## src/rtl/iob_native2iob_split_pkg.sv

```systemverilog
// Shared definitions for the native-to-IOb split bridge: FSM state encoding,
// the error read-data fill value and the data-channel select width helper.
package iob_native2iob_split_pkg;

    typedef enum logic [1:0] {
        ST_IDLE = 2'd0,
        ST_REQ  = 2'd1,
        ST_RESP = 2'd2,
        ST_DONE = 2'd3
    } state_t;

    // Replicated across DATA_W to form the rdata returned on timeout or bad channel.
    localparam logic ERR_RDATA_BIT = 1'b1;

    function automatic int sel_width(input int n_dbus);
        return (n_dbus > 1) ? $clog2(n_dbus) : 1;
    endfunction

endpackage

```

## src/rtl/iob_native2iob_watchdog.sv

```systemverilog
// Transaction watchdog: counts enabled cycles since the last clear and flags the
// cycle on which the count is about to reach all ones.
module iob_native2iob_watchdog #(
    parameter int TIMEOUT_W = 12
) (
    input  logic clk_i,
    input  logic arst_n_i,
    input  logic cke_i,
    input  logic clr_i,
    input  logic en_i,
    output logic expire_o
);

    localparam logic [TIMEOUT_W-1:0] LAST_CNT = {{(TIMEOUT_W-1){1'b1}}, 1'b0};

    logic [TIMEOUT_W-1:0] cnt_q, cnt_d;

    always_comb begin
        cnt_d = cnt_q;
        if (clr_i) begin
            cnt_d = '0;
        end else if (en_i) begin
            cnt_d = cnt_q + TIMEOUT_W'(1);
        end
    end

    // Fires so that the count lands on all ones on the same edge the FSM aborts,
    // i.e. 2^TIMEOUT_W-1 enabled cycles after the clear.
    assign expire_o = en_i && !clr_i && (cnt_q == LAST_CNT);

    always_ff @(posedge clk_i or negedge arst_n_i) begin
        if (!arst_n_i) begin
            cnt_q <= '0;
        end else if (cke_i) begin
            cnt_q <= cnt_d;
        end
    end

endmodule

```

## src/rtl/iob_native2iob_split.sv

```systemverilog
// Registered bridge from a PicoRV32-style native port to one IOb instruction bus
// and N_DBUS IOb data buses selected by address MSBs, with a stall watchdog.
module iob_native2iob_split
    import iob_native2iob_split_pkg::*;
#(
    parameter int ADDR_W     = 32,
    parameter int DATA_W     = 32,
    parameter int N_DBUS     = 2,
    parameter int USE_EXTMEM = 0,
    parameter int TIMEOUT_W  = 12
) (
    input  logic                         clk_i,
    input  logic                         arst_n_i,
    input  logic                         cke_i,
    input  logic                         boot_i,
    output logic                         err_o,
    input  logic                         cpu_valid_i,
    input  logic                         cpu_instr_i,
    input  logic [ADDR_W-1:0]            cpu_addr_i,
    input  logic [DATA_W-1:0]            cpu_wdata_i,
    input  logic [DATA_W/8-1:0]          cpu_wstrb_i,
    output logic [DATA_W-1:0]            cpu_rdata_o,
    output logic                         cpu_ready_o,
    output logic                         ibus_iob_valid_o,
    output logic [ADDR_W-1:0]            ibus_iob_addr_o,
    output logic [DATA_W-1:0]            ibus_iob_wdata_o,
    output logic [DATA_W/8-1:0]          ibus_iob_wstrb_o,
    input  logic                         ibus_iob_rvalid_i,
    input  logic [DATA_W-1:0]            ibus_iob_rdata_i,
    input  logic                         ibus_iob_ready_i,
    output logic [N_DBUS-1:0]            dbus_iob_valid_o,
    output logic [N_DBUS*ADDR_W-1:0]     dbus_iob_addr_o,
    output logic [N_DBUS*DATA_W-1:0]     dbus_iob_wdata_o,
    output logic [N_DBUS*DATA_W/8-1:0]   dbus_iob_wstrb_o,
    input  logic [N_DBUS-1:0]            dbus_iob_rvalid_i,
    input  logic [N_DBUS*DATA_W-1:0]     dbus_iob_rdata_i,
    input  logic [N_DBUS-1:0]            dbus_iob_ready_i
);

    localparam int STRB_W = DATA_W / 8;
    localparam int SEL_W  = sel_width(N_DBUS);
    localparam int PAD_N  = 1 << SEL_W;
    localparam logic [DATA_W-1:0] ERR_RDATA = {DATA_W{ERR_RDATA_BIT}};

    state_t              state_q, state_d;
    logic                instr_q, instr_d;
    logic [ADDR_W-1:0]   addr_q, addr_d;
    logic [DATA_W-1:0]   wdata_q, wdata_d;
    logic [STRB_W-1:0]   wstrb_q, wstrb_d;
    logic [SEL_W-1:0]    sel_q, sel_d;
    logic [DATA_W-1:0]   rdata_q, rdata_d;
    logic                err_q, err_d;
    logic                cpu_ready_q, cpu_ready_d;
    logic                ibus_valid_q, ibus_valid_d;
    logic [N_DBUS-1:0]   dbus_valid_q, dbus_valid_d;

    logic                wd_clr, wd_en, wd_expire;
    logic [SEL_W-1:0]    req_sel;
    logic                req_bad;
    logic [ADDR_W-1:0]   req_addr;
    logic                is_write;
    logic                tgt_ready, tgt_rvalid;
    logic [DATA_W-1:0]   tgt_rdata;

    // Response inputs padded to a power of two so sel_q always indexes in range.
    logic [PAD_N-1:0]    dbus_ready_pad, dbus_rvalid_pad;
    logic [DATA_W-1:0]   dbus_rdata_arr [PAD_N];

    assign dbus_ready_pad  = PAD_N'(dbus_iob_ready_i);
    assign dbus_rvalid_pad = PAD_N'(dbus_iob_rvalid_i);

    for (genvar k = 0; k < PAD_N; k++) begin : g_rdata
        if (k < N_DBUS) begin : g_used
            assign dbus_rdata_arr[k] = dbus_iob_rdata_i[k*DATA_W +: DATA_W];
        end else begin : g_pad
            assign dbus_rdata_arr[k] = '0;
        end
    end

    assign req_sel  = cpu_addr_i[ADDR_W-1 -: SEL_W];
    assign req_bad  = !cpu_instr_i && ({1'b0, req_sel} >= (SEL_W+1)'(N_DBUS));
    assign req_addr = (USE_EXTMEM != 0 && cpu_instr_i)
                    ? {~boot_i, cpu_addr_i[ADDR_W-2:0]} : cpu_addr_i;

    assign is_write   = !instr_q && (|wstrb_q);
    assign tgt_ready  = instr_q ? ibus_iob_ready_i  : dbus_ready_pad[sel_q];
    assign tgt_rvalid = instr_q ? ibus_iob_rvalid_i : dbus_rvalid_pad[sel_q];
    assign tgt_rdata  = instr_q ? ibus_iob_rdata_i  : dbus_rdata_arr[sel_q];

    iob_native2iob_watchdog #(
        .TIMEOUT_W (TIMEOUT_W)
    ) u_watchdog (
        .clk_i    (clk_i),
        .arst_n_i (arst_n_i),
        .cke_i    (cke_i),
        .clr_i    (wd_clr),
        .en_i     (wd_en),
        .expire_o (wd_expire)
    );

    always_comb begin
        // NOTE: every _d starts from its _q so no path through this block infers a latch.
        state_d = state_q;
        instr_d = instr_q;
        addr_d  = addr_q;
        wdata_d = wdata_q;
        wstrb_d = wstrb_q;
        sel_d   = sel_q;
        rdata_d = rdata_q;
        err_d   = err_q;
        wd_clr  = 1'b0;
        wd_en   = 1'b0;

        unique case (state_q)
            ST_IDLE: begin
                if (cpu_valid_i) begin
                    instr_d = cpu_instr_i;
                    addr_d  = req_addr;
                    wdata_d = cpu_wdata_i;
                    wstrb_d = cpu_wstrb_i;
                    sel_d   = req_sel;
                    if (req_bad) begin
                        state_d = ST_DONE;
                        rdata_d = ERR_RDATA;
                        err_d   = 1'b1;
                    end else begin
                        state_d = ST_REQ;
                        wd_clr  = 1'b1;
                    end
                end
            end
            ST_REQ: begin
                wd_en = 1'b1;
                if (wd_expire) begin
                    state_d = ST_DONE;
                    rdata_d = ERR_RDATA;
                    err_d   = 1'b1;
                end else if (tgt_ready) begin
                    state_d = is_write ? ST_DONE : ST_RESP;
                end
            end
            ST_RESP: begin
                wd_en = 1'b1;
                if (wd_expire) begin
                    state_d = ST_DONE;
                    rdata_d = ERR_RDATA;
                    err_d   = 1'b1;
                end else if (tgt_rvalid) begin
                    state_d = ST_DONE;
                    rdata_d = tgt_rdata;
                end
            end
            ST_DONE: begin
                state_d = ST_IDLE;
            end
            default: state_d = ST_IDLE;
        endcase

        // Bus-facing strobes follow the next state so they leave the flops glitch-free.
        ibus_valid_d = (state_d == ST_REQ) && instr_d;
        dbus_valid_d = (state_d == ST_REQ && !instr_d) ? (N_DBUS'(1) << sel_d) : '0;
        cpu_ready_d  = (state_d == ST_DONE);
    end

    always_ff @(posedge clk_i or negedge arst_n_i) begin
        // NOTE: every register, data included, is reset so all outputs read 0 out of reset.
        if (!arst_n_i) begin
            state_q      <= ST_IDLE;
            instr_q      <= 1'b0;
            addr_q       <= '0;
            wdata_q      <= '0;
            wstrb_q      <= '0;
            sel_q        <= '0;
            rdata_q      <= '0;
            err_q        <= 1'b0;
            cpu_ready_q  <= 1'b0;
            ibus_valid_q <= 1'b0;
            dbus_valid_q <= '0;
        end else if (cke_i) begin
            // NOTE: non-blocking updates keep every flop sampling pre-edge values.
            state_q      <= state_d;
            instr_q      <= instr_d;
            addr_q       <= addr_d;
            wdata_q      <= wdata_d;
            wstrb_q      <= wstrb_d;
            sel_q        <= sel_d;
            rdata_q      <= rdata_d;
            err_q        <= err_d;
            cpu_ready_q  <= cpu_ready_d;
            ibus_valid_q <= ibus_valid_d;
            dbus_valid_q <= dbus_valid_d;
        end
    end

    assign err_o            = err_q;
    assign cpu_rdata_o      = rdata_q;
    assign cpu_ready_o      = cpu_ready_q;
    assign ibus_iob_valid_o = ibus_valid_q;
    assign ibus_iob_addr_o  = addr_q;
    assign ibus_iob_wdata_o = '0;
    assign ibus_iob_wstrb_o = '0;
    assign dbus_iob_valid_o = dbus_valid_q;
    assign dbus_iob_addr_o  = {N_DBUS{addr_q}};
    assign dbus_iob_wdata_o = {N_DBUS{wdata_q}};
    assign dbus_iob_wstrb_o = {N_DBUS{wstrb_q}};

endmodule

```

## config.mk

```make
export PLATFORM = sky130hd
export DESIGN_NAME = iob_native2iob_split
export DESIGN_NICKNAME = d
export VERILOG_FILES = /design/src/rtl/iob_native2iob_split_pkg.sv /design/src/rtl/iob_native2iob_watchdog.sv /design/src/rtl/iob_native2iob_split.sv
export SDC_FILE = /design/constraint.sdc
export NUM_CORES = 1
export LEC_CHECK = 0
export ABC_AREA = 1
export BUFFER_PORTS_ARGS = -buffer_cell sky130_fd_sc_hd__buf_2
export CAP_MARGIN = 20
export CORE_AREA = 2 2 163 165
export DETAILED_ROUTE_END_ITERATION = 10
export DIE_AREA = 0 0 165 167
export PLACE_DENSITY = 0.62
export SYNTH_ARGS = -nofsm -noshare
export SYNTH_HDL_FRONTEND = slang
export SYNTH_SLANG_ARGS = --single-unit
```

## constraint.sdc

```tcl
create_clock -name clk_i -period 4 [get_ports clk_i]
set_clock_uncertainty 0.2 [all_clocks]
set_input_delay 0.4 -clock clk_i [delete_from_list [all_inputs] [get_ports clk_i]]
set_output_delay 0.4 -clock clk_i [all_outputs]
set_load 0.02 [all_outputs]
```

==> impl_results.md <==
* Post-DR wirelength/cell at 13.0 um
* Clock power frac at 20.8%
* Initial antenna violation count at 0
* Max-cap violations at 0
* # diodes at 0
* Area grow syn2layout at 38.6%
* Final RePlAce weighted congestion at 0.748
* Clock sinks at 121
* Met1 Wirelength at 7.67 mm
* Top Layer Used: met4
* CP required at 4130 ps
* H-tree level count at 4
* Max Buffers Root-to-Sink at 2
* Ys async rst share at 100%
* Final HPWL DP at 13.7 mm
* # DRC at 0
* Final period util at 68.8%
* Max Fclk at 363 MHz
* Sequential-to-total area share from yosys stat at 45.0%
* Hold EP: ibus_iob_addr_o[8]$_DFFE_PN0P_
* Minimum clock period at 2750 ps
* CTS resizes at 0
* Grt ovf at 0
* RSZ-0062 raised after global routing: no
* Slew headroom at 26.8%
* Drt total wl at 19.7 mm
* Final hold vios at 0
* Chip height at 167 um
* Port buffer count at 379
* Switching Power at 3750 uW
* TritonRoute pass-1 iters at 5
* Synth Instances at 843
* Mapped Area at 6730 sq um
* Layout cells sized above 1 at 36.6%
* Nets at 1352
* Worst Setup Start Kind: flip-flop
* Final setup vio count at 0
* Row count at 59
* Reg2reg path depth at 11
* Die area at 27600 sq um
* Final TNS setup at 0 ps
* Ys Warns at 0
* Met2 WL at 10.3 mm
* EDFF count, synth at 0
* Tightest Hold Check Type: in2reg
* Global-route wire length before repair at 30.6 mm
* Routed wl met3 at 1.48 mm
* Yosys reg bits at 121
* Sequential power share at 28.2%
* Num CTS Buffers at 17
* FF-to-FF Start: state_q[0]$_DFFE_PN0P_
* Gr usage total at 14.0%
* Root Buffer Master: clkbuf_16
* Starting density of the core at 26.1%
* Clk Latency, worst-skew pair at 420 ps
* Final core utilization at 36.2%
* Die width at 165 um
* ANT nets after route at 0
* HP Start: cpu_addr_i[8]
* Internal power at 4020 uW
* Vias in the first global route at 6106
* CP max FO at 64
* Leakage at 0.00517 uW
* Crit end category: flip-flop
* FF-to-FF End: cpu_rdata_o[24]$_DFFE_PN0P_
* Reg2reg setup slack at 1250 ps
* Hold path depth at 3
* CTS tree: done
* DR iter-0 viols at 287
* Vias at 6491
* Total core area at 25800 sq um
* Worst VDD drop at 369 uV
* Worst Max-Slew Pin Slew at 1100 ps
* Largest net degree at the start of global routing at 80
* Netlist cell types at 29
* Part of the power in combinational logic at 51.1%
* Critical path class: reg2reg
* Mapped Avg Cell Area at 7.98 sq um
* Post-DR vias/cell at 4.27
* Status: finished clean
* Most common flop cell mapped by yosys: dfrtp_1
* Power per cell area at 833 nW/um^2
* Critical path arrival at 2880 ps
* Max-slew violation count at 0
* Switching Share at 48.3%
* Clock-pin transition on the worst setup and hold timing paths at 60 ps
* IO Count at 417
-- synthesized netlist by cell type (3+ instances only) --
cell / instances / area share, %
a21oi_1: 74 / 5.5
buf_2: 4 / 0.30
buf_4: 139 / 16
clkbuf_1: 35 / 2.0
dfrtp_1: 121 / 45
ha_1: 5 / 0.93
inv_1: 21 / 1.2
inv_2: 4 / 0.22
nand2_1: 245 / 14
nand3_1: 11 / 0.82
nand3b_1: 3 / 0.33
nand4_1: 5 / 0.46
nor2_1: 113 / 6.3
o21ai_0: 12 / 0.89
o311a_1: 32 / 4.8
-- cell families after synthesis --
logic type,share of synthesized area (%)
adder cells (fa/ha/maj),0.930
AND/OR/NAND/NOR,22.6
AO/OA/AOI/OAI,12.2
buffers and inverters,19.2
other,0.0557
flip-flops,45.0
-- per-stage QoR --
stage / std cells / area (sq um) / setup slack, ps / hold WS, ps / total power, uW
6_report: 1519 / 9330 / 1250 / 14.0 / 7760
5_1_grt: 1519 / 9330 / 992 / 9.76 / 8310
4_1_cts: 1518 / 9300 / 1240 / 0.590 / 7860
3_5_place_dp: 1423 / 8050 / 1260 / 263 / 6150
3_3_place_gp: 1423 / 8050 / 1340 / 253 / 6090
2_1_floorplan: 878 / 6860 / 1820 / -95.6 / 5420
-- critical path, cell delays in order, from the launching register on --
cell and delay (ps):
dfrtp_1 420, inv_1 110, ha_1 250, nand2_2 180, inv_2 70, nor3_2 90
nand2_1 70, buf_4 270, a211oi_4 230, buf_4 520, nor2_1 80, a21oi_1 150
-- worst max path at each step --
stage	from	endpoint	slack, ps	depth (start not counted)
finish	state_q[0]$_DFFE_PN0P_	cpu_rdata_o[24]$_DFFE_PN0P_	1250	11
global route	state_q[0]$_DFFE_PN0P_	cpu_rdata_o[24]$_DFFE_PN0P_	990	11
CTS	state_q[0]$_DFFE_PN0P_	cpu_rdata_o[25]$_DFFE_PN0P_	1240	11
detailed placement	state_q[0]$_DFFE_PN0P_	cpu_rdata_o[25]$_DFFE_PN0P_	1260	11
global placement	state_q[0]$_DFFE_PN0P_	cpu_rdata_o[28]$_DFFE_PN0P_	1340	10
floorplan	state_q[0]$_DFFE_PN0P_	cpu_rdata_o[10]$_DFFE_PN0P_	1820	9
-- layout by cell type, fill, tap and decap left out, drive strengths merged, types with 2 or more instances in the layout --
cell type,instances
buf,389
nand2,247
dfrtp,121
nor2,114
a21oi,74
dlygate4sd3,63
conb,36
o311a,32
inv,30
clkbuf,17
o21ai,12
nand3,11
nand4,5
ha,5
clkinv,4
nand3b,3
bufinv,3
clkinvlp,3
or2,3
nor3,3
o21a,2
o21bai,2
-- metal layers --
| metal | track usage [%] | vias up |
|---|---|---|
| li1 | - | 3209 |
| met1 | 15.1 | 2983 |
| met2 | 26.3 | 279 |
| met3 | 3.86 | 20 |
| met4 | 4.01 | 0 |
| met5 | 0 | - |
-- power groups by stage --
stage                     Clock (uW)  Combinational [uW]  Sequential (uW)
after detailed placement           0                3950             2200
final                           1610                3960             2190
after global routing            1740                4300             2280
after CTS                       1680                3990             2190
after floorplan                    0                2640             2790
after global placement             0                3900             2190
-- area by class of cell --
cell class              count  area, sq um
fillers                  2672        16400
flip-flops and latches    121         3030
repair buffers            452         2630
multi-input cells         554         2540
clock buffers              17          425
well taps                 335          419
clock inverters            15          190
inverters                  25         93.8
-- state kept, by name, summed over array words and instances, names as in the netlist --
register,cells
sel_q,1
wdata_q,32
err_o,1
wstrb_q,4
cpu_rdata_o,32
ibus_iob_valid_o,1
u_watchdog.cnt_q,12
dbus_iob_valid_o,2
cpu_ready_o,1
instr_q,1
ibus_iob_addr_o,32
state_q,2
-- what timing repair did --
action,4_1_cts,5_1_grt
setup buffers,0,0
hold buffers,63,0
hold endpoints to repair,63,0
Note: power is estimated with default switching activity, not from simulation.
